==> src/rtl/alu_issue_ctrl_if.sv <==
// Bundle of command, host-load, debug, ALU and writeback signals for alu_issue_ctrl.
// Optional flag outputs exist only when ALU_ISSUE_FLAGS_EN is defined.
interface alu_issue_ctrl_if #(
  parameter int NREGS = 8,
  parameter int DW    = 8
);
  localparam int AW = $clog2(NREGS);

  logic          cmd_valid;
  logic          cmd_ready;
  logic [2:0]    cmd_op;
  logic [AW-1:0] cmd_rd;
  logic [AW-1:0] cmd_ra;
  logic [AW-1:0] cmd_rb;
  logic          ld_en;
  logic [AW-1:0] ld_addr;
  logic [DW-1:0] ld_data;
  logic [AW-1:0] dbg_addr;
  logic [DW-1:0] dbg_data;
  logic [DW-1:0] alu_in1;
  logic [DW-1:0] alu_in2;
  logic [2:0]    alu_opcode;
  logic [DW-1:0] alu_out;
  logic          done;
  logic [AW-1:0] wb_rd;
  logic [DW-1:0] wb_data;
`ifdef ALU_ISSUE_FLAGS_EN
  logic          flag_z;
  logic          flag_n;
`endif

  // Controller side: initiator towards the ALU, responder to the host.
  modport master (
`ifdef ALU_ISSUE_FLAGS_EN
    output flag_z, flag_n,
`endif
    input  cmd_valid, cmd_op, cmd_rd, cmd_ra, cmd_rb,
    output cmd_ready,
    input  ld_en, ld_addr, ld_data, dbg_addr,
    output dbg_data,
    output alu_in1, alu_in2, alu_opcode,
    input  alu_out,
    output done, wb_rd, wb_data
  );

  modport slave (
`ifdef ALU_ISSUE_FLAGS_EN
    input  flag_z, flag_n,
`endif
    output cmd_valid, cmd_op, cmd_rd, cmd_ra, cmd_rb,
    input  cmd_ready,
    output ld_en, ld_addr, ld_data, dbg_addr,
    input  dbg_data,
    input  alu_in1, alu_in2, alu_opcode,
    output alu_out,
    input  done, wb_rd, wb_data
  );
endinterface

==> src/rtl/alu_issue_ctrl.sv <==
// Issues register-to-register commands to a combinational ALU: operand read, execute, writeback.
// Latency 3 edges accept->writeback, one command per 4 cycles; optional flags under ALU_ISSUE_FLAGS_EN.
module alu_issue_ctrl #(
  parameter int NREGS = 8,
  parameter int DW    = 8
) (
  input  logic clk,
  input  logic rst_n,
  alu_issue_ctrl_if.master bus
);
  localparam int AW = $clog2(NREGS);

  typedef enum logic [1:0] {S_IDLE, S_OPRD, S_EXEC, S_WB} state_t;

  state_t        r_state;
  state_t        w_next;
  logic [2:0]    r_op;
  logic [AW-1:0] r_rd;
  logic [AW-1:0] r_ra;
  logic [AW-1:0] r_rb;
  logic [DW-1:0] r_result;
  logic [DW-1:0] r_alu_in1;
  logic [DW-1:0] r_alu_in2;
  logic [2:0]    r_alu_opcode;
  logic          r_done;
  logic [AW-1:0] r_wb_rd;
  logic [DW-1:0] r_wb_data;
  logic [DW-1:0] r_regfile [NREGS];
  logic          w_accept;
  logic          w_wb_we;
  logic          w_ld_we;

  assign bus.cmd_ready  = (r_state == S_IDLE);
  assign w_accept       = bus.cmd_valid && (r_state == S_IDLE);
  assign w_wb_we        = (r_state == S_WB);
  // Writeback has priority over a host load to the same register.
  assign w_ld_we        = bus.ld_en && !(w_wb_we && (bus.ld_addr == r_rd));

  assign bus.alu_in1    = r_alu_in1;
  assign bus.alu_in2    = r_alu_in2;
  assign bus.alu_opcode = r_alu_opcode;
  assign bus.done       = r_done;
  assign bus.wb_rd      = r_wb_rd;
  assign bus.wb_data    = r_wb_data;
  assign bus.dbg_data   = r_regfile[bus.dbg_addr];

  always_ff @(posedge clk or negedge rst_n) begin
    if (!rst_n) r_state <= S_IDLE;
    else        r_state <= w_next;
  end

  always_comb begin
    w_next = r_state;
    case (r_state)
      S_IDLE: if (w_accept) w_next = S_OPRD;
      S_OPRD: w_next = S_EXEC;
      S_EXEC: w_next = S_WB;
      S_WB:   w_next = S_IDLE;
      default: w_next = S_IDLE;
    endcase
  end

  always_ff @(posedge clk or negedge rst_n) begin
    if (!rst_n) begin
      r_op         <= '0;
      r_rd         <= '0;
      r_ra         <= '0;
      r_rb         <= '0;
      r_result     <= '0;
      r_alu_in1    <= '0;
      r_alu_in2    <= '0;
      r_alu_opcode <= '0;
      r_done       <= 1'b0;
      r_wb_rd      <= '0;
      r_wb_data    <= '0;
    end else begin
      r_done <= w_wb_we;
      if (w_accept) begin
        r_op <= bus.cmd_op;
        r_rd <= bus.cmd_rd;
        r_ra <= bus.cmd_ra;
        r_rb <= bus.cmd_rb;
      end
      // Operands are read before any same-edge write lands; no forwarding.
      if (r_state == S_OPRD) begin
        r_alu_in1    <= r_regfile[r_ra];
        r_alu_in2    <= r_regfile[r_rb];
        r_alu_opcode <= r_op;
      end
      if (r_state == S_EXEC) r_result <= bus.alu_out;
      if (w_wb_we) begin
        r_wb_rd   <= r_rd;
        r_wb_data <= r_result;
      end
    end
  end

  always_ff @(posedge clk or negedge rst_n) begin
    if (!rst_n) begin
      for (int i = 0; i < NREGS; i++) r_regfile[i] <= '0;
    end else begin
      if (w_ld_we) r_regfile[bus.ld_addr] <= bus.ld_data;
      if (w_wb_we) r_regfile[r_rd]        <= r_result;
    end
  end

`ifdef ALU_ISSUE_FLAGS_EN
  logic r_flag_z;
  logic r_flag_n;

  always_ff @(posedge clk or negedge rst_n) begin
    if (!rst_n) begin
      r_flag_z <= 1'b0;
      r_flag_n <= 1'b0;
    end else if (w_wb_we) begin
      r_flag_z <= (r_result == '0);
      r_flag_n <= r_result[DW-1];
    end
  end

  assign bus.flag_z = r_flag_z;
  assign bus.flag_n = r_flag_n;
`endif
endmodule

==> src/flat_wrapper.sv <==
// flat-port wrapper written by rule: the top's interface ports become plain ports
module alu_issue_ctrl_flat 
#(
  parameter int NREGS = 8,
  parameter int DW    = 8
)
  (clk, rst_n, bus_cmd_valid, bus_cmd_op, bus_cmd_rd, bus_cmd_ra, bus_cmd_rb, bus_cmd_ready, bus_ld_en, bus_ld_addr, bus_ld_data, bus_dbg_addr, bus_dbg_data, bus_alu_in1, bus_alu_in2, bus_alu_opcode, bus_alu_out, bus_done, bus_wb_rd, bus_wb_data);
  alu_issue_ctrl_if #(.NREGS(NREGS), .DW(DW)) bus_i ();
  input  logic clk;
  input  logic rst_n;
  input wire logic [$bits(bus_i.cmd_valid)-1:0] bus_cmd_valid;
  input wire logic [$bits(bus_i.cmd_op)-1:0] bus_cmd_op;
  input wire logic [$bits(bus_i.cmd_rd)-1:0] bus_cmd_rd;
  input wire logic [$bits(bus_i.cmd_ra)-1:0] bus_cmd_ra;
  input wire logic [$bits(bus_i.cmd_rb)-1:0] bus_cmd_rb;
  output wire logic [$bits(bus_i.cmd_ready)-1:0] bus_cmd_ready;
  input wire logic [$bits(bus_i.ld_en)-1:0] bus_ld_en;
  input wire logic [$bits(bus_i.ld_addr)-1:0] bus_ld_addr;
  input wire logic [$bits(bus_i.ld_data)-1:0] bus_ld_data;
  input wire logic [$bits(bus_i.dbg_addr)-1:0] bus_dbg_addr;
  output wire logic [$bits(bus_i.dbg_data)-1:0] bus_dbg_data;
  output wire logic [$bits(bus_i.alu_in1)-1:0] bus_alu_in1;
  output wire logic [$bits(bus_i.alu_in2)-1:0] bus_alu_in2;
  output wire logic [$bits(bus_i.alu_opcode)-1:0] bus_alu_opcode;
  input wire logic [$bits(bus_i.alu_out)-1:0] bus_alu_out;
  output wire logic [$bits(bus_i.done)-1:0] bus_done;
  output wire logic [$bits(bus_i.wb_rd)-1:0] bus_wb_rd;
  output wire logic [$bits(bus_i.wb_data)-1:0] bus_wb_data;
  assign bus_i.cmd_valid = bus_cmd_valid;
  assign bus_i.cmd_op = bus_cmd_op;
  assign bus_i.cmd_rd = bus_cmd_rd;
  assign bus_i.cmd_ra = bus_cmd_ra;
  assign bus_i.cmd_rb = bus_cmd_rb;
  assign bus_cmd_ready = bus_i.cmd_ready;
  assign bus_i.ld_en = bus_ld_en;
  assign bus_i.ld_addr = bus_ld_addr;
  assign bus_i.ld_data = bus_ld_data;
  assign bus_i.dbg_addr = bus_dbg_addr;
  assign bus_dbg_data = bus_i.dbg_data;
  assign bus_alu_in1 = bus_i.alu_in1;
  assign bus_alu_in2 = bus_i.alu_in2;
  assign bus_alu_opcode = bus_i.alu_opcode;
  assign bus_i.alu_out = bus_alu_out;
  assign bus_done = bus_i.done;
  assign bus_wb_rd = bus_i.wb_rd;
  assign bus_wb_data = bus_i.wb_data;
  alu_issue_ctrl #(.NREGS(NREGS), .DW(DW)) u_core (.clk(clk), .rst_n(rst_n), .bus(bus_i));
endmodule
==> config.mk <==
export PLATFORM = sky130hd
export DESIGN_NAME = alu_issue_ctrl_flat
export DESIGN_NICKNAME = d
export VERILOG_FILES = /design/src/rtl/alu_issue_ctrl_if.sv /design/src/rtl/alu_issue_ctrl.sv /design/src/flat_wrapper.sv
export SDC_FILE = /design/constraint.sdc
export NUM_CORES = 1
export LEC_CHECK = 0
export CORE_MARGIN = 8
export CORE_UTILIZATION = 45
export DETAILED_ROUTE_END_ITERATION = 8
export PLACE_DENSITY = 0.69
export SLEW_MARGIN = 5
export SYNTH_ARGS = -nofsm -noshare
export SYNTH_HDL_FRONTEND = slang
export SYNTH_SLANG_ARGS = --single-unit
export TNS_END_PERCENT = 10
==> constraint.sdc <==
create_clock -name clk -period 2.7 [get_ports clk]
set_input_delay 0.54 -clock clk [delete_from_list [all_inputs] [get_ports clk]]
set_output_delay 0.54 -clock clk [all_outputs]
set_load 0.02 [all_outputs]
==> results.md <==
* Row count at 44
* Fin Clk Skew at 8.54 ps
* Worst path max stage delay at 530 ps
* Antenna cells at 0
* Vias in the first global route at 4939
* Most used flip-flop cell after synthesis: dfrtp_1
* Post-route setup TNS at 0 ps
* Area Overhead vs Synth at 22.5%
* Core area at 0.0146 sq mm
* Final worst slack at 32.8 ps
* Initial DRC count at 429
* First-pass GRT wire length at 28300 um
* Critical Path AT at 2130 ps
* Drt total wl at 17800 um
* Post-synth EDFFs at 0
* CP top delay family: multiplexers
* Ys Warns at 0
* Max-Cap Viols at 0
* Register area share after synthesis at 0.436
* Initial antenna violation count at 0
* H-Tree Depth at 4
* Initial Util at 0.461
* Async S/R FF share, synth at 1.00
* Startpoint types: input pin
* Die Wd at 138 um
* Tmin final at 2670 ps
* Nets at 695
* Status: finished, final reports clean
* CTS Sinks at 117
* DR vias/cell at 5.86
* TritonCTS clock tree: yes
* Worst slew pin tran at 734 ps
* Chip height at 138 um
* HP Class: input pin to async pin
* Worst setup EP type: output port
* Root buffer cell: clkbuf_16
* Final Wtd Congestion at 0.887
* Worst-path clk slew at 50 ps
* Period utilisation layout at 0.988
* Final setup vio count at 0
* GRT Overall Usage at 0.185
* WS Path Type: input pin to output port
* Routed length per placed instance at 21.1 um
* Clk buf depth at 2
* Peak supply drop at 0.668 mV
* Final hold violation count at 0
* Top-level I/O count at 78
* Vias at 4962
* Post-route DRC at 0
* CP cell instances: clkdlybuf4s15_2 > bufbuf_16 > mux4_1 > mux2_2 > clkdlybuf4s15_2
* Placement Setup Slack at -476 ps
* Syn_area_per_cell at 11.5 sq um
* Power Dens Cells at 1270 mW/mm^2
* CTS Hold Bufs at 0
* Critical Path RT at 2160 ps
* Post-Synthesis Cell Area at 0.00672 sq mm
* Relative slew slack at 0.511
* Pre-Repair DR Iteration Count at 5
* DP Wirelength at 13100 um
* Grt total ovfl at 0
* Crit Path Max Fanout at 8
* Detail Route Antenna Nets at 0
* CP max stage cell: mux4_1
* Number of buffers and inverters on the critical path at 3
* Most frequent cell on the critical path: clkdlybuf4s15_2
* Clock latency on the worst-skew pair at 410 ps
* Die ar. at 0.0191 sq mm
* Share of layout cells above drive strength 1 at 0.216
* RSZ-0062 raised after global routing: no
* TritonCTS Buffers at 17
* Largest net degree at the start of global routing at 55
* Max-slew violations at 0
* Leak at 3.59 nW
* Number of synthesized register bits at 117
* Synth Instances at 585
* Setup Buffers After CTS at 0
* Distinct cells, synth at 33
* Max Freq at 0.375 GHz
* IO buf count at 77
* Syn Nets at 627
-- metal layers --
layer	wire, um	track usage	up-vias
met4	187	0.0572	0
li1	-	-	2298
met2	8090	0.279	203
met1	8170	0.248	2446
met5	0	0	-
met3	1380	0.0575	15
-- cell usage in the layout (no fill, tap or decap) --
cell type	count
nor2_1	32
clkdlybuf4s50_1	66
buf_2	4
nor4bb_2	2
mux4_1	12
o21ai_0	28
bufbuf_16	1
a22o_1	12
nand3_1	1
buf_4	23
buf_12	3
nor4b_2	2
o22ai_1	18
and4bb_1	2
o21ai_1	5
clkbuf_16	17
clkbuf_1	2
buf_6	1
o32ai_1	2
clkbuf_8	5
mux2i_1	104
dfrtp_1	117
nand3b_1	1
mux2_2	66
o31ai_1	13
dlygate4sd2_1	2
nand4_1	2
ha_1	4
clkinv_2	5
a21oi_1	29
inv_1	8
nor2b_1	2
nand2_1	48
mux4_2	8
clkdlybuf4s15_2	4
nand2b_1	4
and4bb_2	2
nand4b_1	6
-- logic make-up (layout without fill, tap and decap cells) --
logic type               Yosys count  in the layout  share of synthesized area
buffers and inverters             63            141                     0.0465
multiplexers                     190            190                      0.339
AO/OA/AOI/OAI                    107            107                     0.0957
AND/OR/NAND/NOR                  104            104                     0.0757
adder cells (fa/ha/maj)            4              4                    0.00744
flip-flops                       117            117                      0.436
-- power by group --
| group | internal [mW] | total [mW] | switching (mW) |
|---|---|---|---|
| Sequential | 2.66 | 3.89 | 1.23 |
| Clock | 1.27 | 2.00 | 0.730 |
| Combinational | 2.49 | 4.59 | 2.10 |
| Total | 6.42 | 10.5 | 4.06 |
-- synthesized netlist by cell type (2+ instances only) --
library cell	count	area, sq um
nand2b_1	4	25.0
clkbuf_1	27	101
buf_4	4	30.0
mux4_2	8	180
dfrtp_1	117	2930
and4bb_2	2	25.0
nand4_1	2	12.5
ha_1	4	50.1
o21ai_0	28	140
mux4_1	12	315
a22o_1	12	105
buf_6	3	33.8
nand2_1	48	180
inv_1	8	30.0
a21oi_1	29	145
buf_2	18	90.1
o32ai_1	2	17.5
nor2b_1	2	12.5
o22ai_1	18	113
mux2i_1	104	1040
o21ai_1	5	25.0
mux2_2	66	743
nor2_1	32	120
and4bb_1	2	25.0
nor4bb_1	2	20.0
o31ai_1	13	97.6
nand4b_1	6	52.6
buf_1	2	7.51
-- metrics by stage --
stage	std cells	instance area (sq um)	utilization	total power [mW]	hold WS, ps
after global routing	847	8240	0.564	11.1	233
after floorplan	585	6720	-	6.78	244
final	847	8240	0.564	10.5	188
after global placement	817	7690	0.527	8.29	470
after CTS	847	8260	0.566	10.5	197
after detailed placement	817	7690	0.527	8.49	476
-- sequential cells by signal, summed over array words and instances (netlist names) --
| signal | cells |
|---|---|
| u_core.r_rb | 3 |
| u_core.bus.done | 1 |
| u_core.r_rd | 3 |
| u_core.r_op | 3 |
| u_core.bus.wb_rd | 3 |
| u_core.r_regfile | 64 |
| u_core.r_result | 8 |
| u_core.r_ra | 3 |
| u_core.r_state | 2 |
| u_core.bus.alu_in2 | 8 |
| u_core.bus.alu_in1 | 8 |
| u_core.bus.wb_data | 8 |
| u_core.bus.alu_opcode | 3 |
-- what timing repair did --
item / CTS / global route
resized for setup: 27 / 4
cloned: 1 / 0
endpoints found under the setup margin: 8 / 4
-- cell type report --
cell class              count  area, sq um
fillers                  1209         6350
multi-input cells         405         3500
flip-flops and latches    117         2930
repair buffers            104         1020
clock buffers              24          502
well taps                 184          230
inverters                   8         30.0
clock inverters             5         25.0
-- path summary, 6_finish.rpt --
path | startpoint | endpoint | slack, ps | cells past startpoint
max | bus_dbg_addr[0] | bus_dbg_data[2] | 30 | 5
min | rst_n | u_core.r_regfile[61] | 190 | 1
max reg2reg | u_core.r_state[0] | u_core.r_regfile[37] | 820 | 4
min reg2reg | u_core.bus.alu_in1[6] | u_core.bus.alu_in1[6] | 480 | 2
max in group asynchronous | rst_n | u_core.r_result[1] | 1770 | 2
min in group clk | u_core.bus.alu_in1[6] | u_core.bus.alu_in1[6] | 480 | 2
Note: power is estimated with default switching activity, not from simulation.
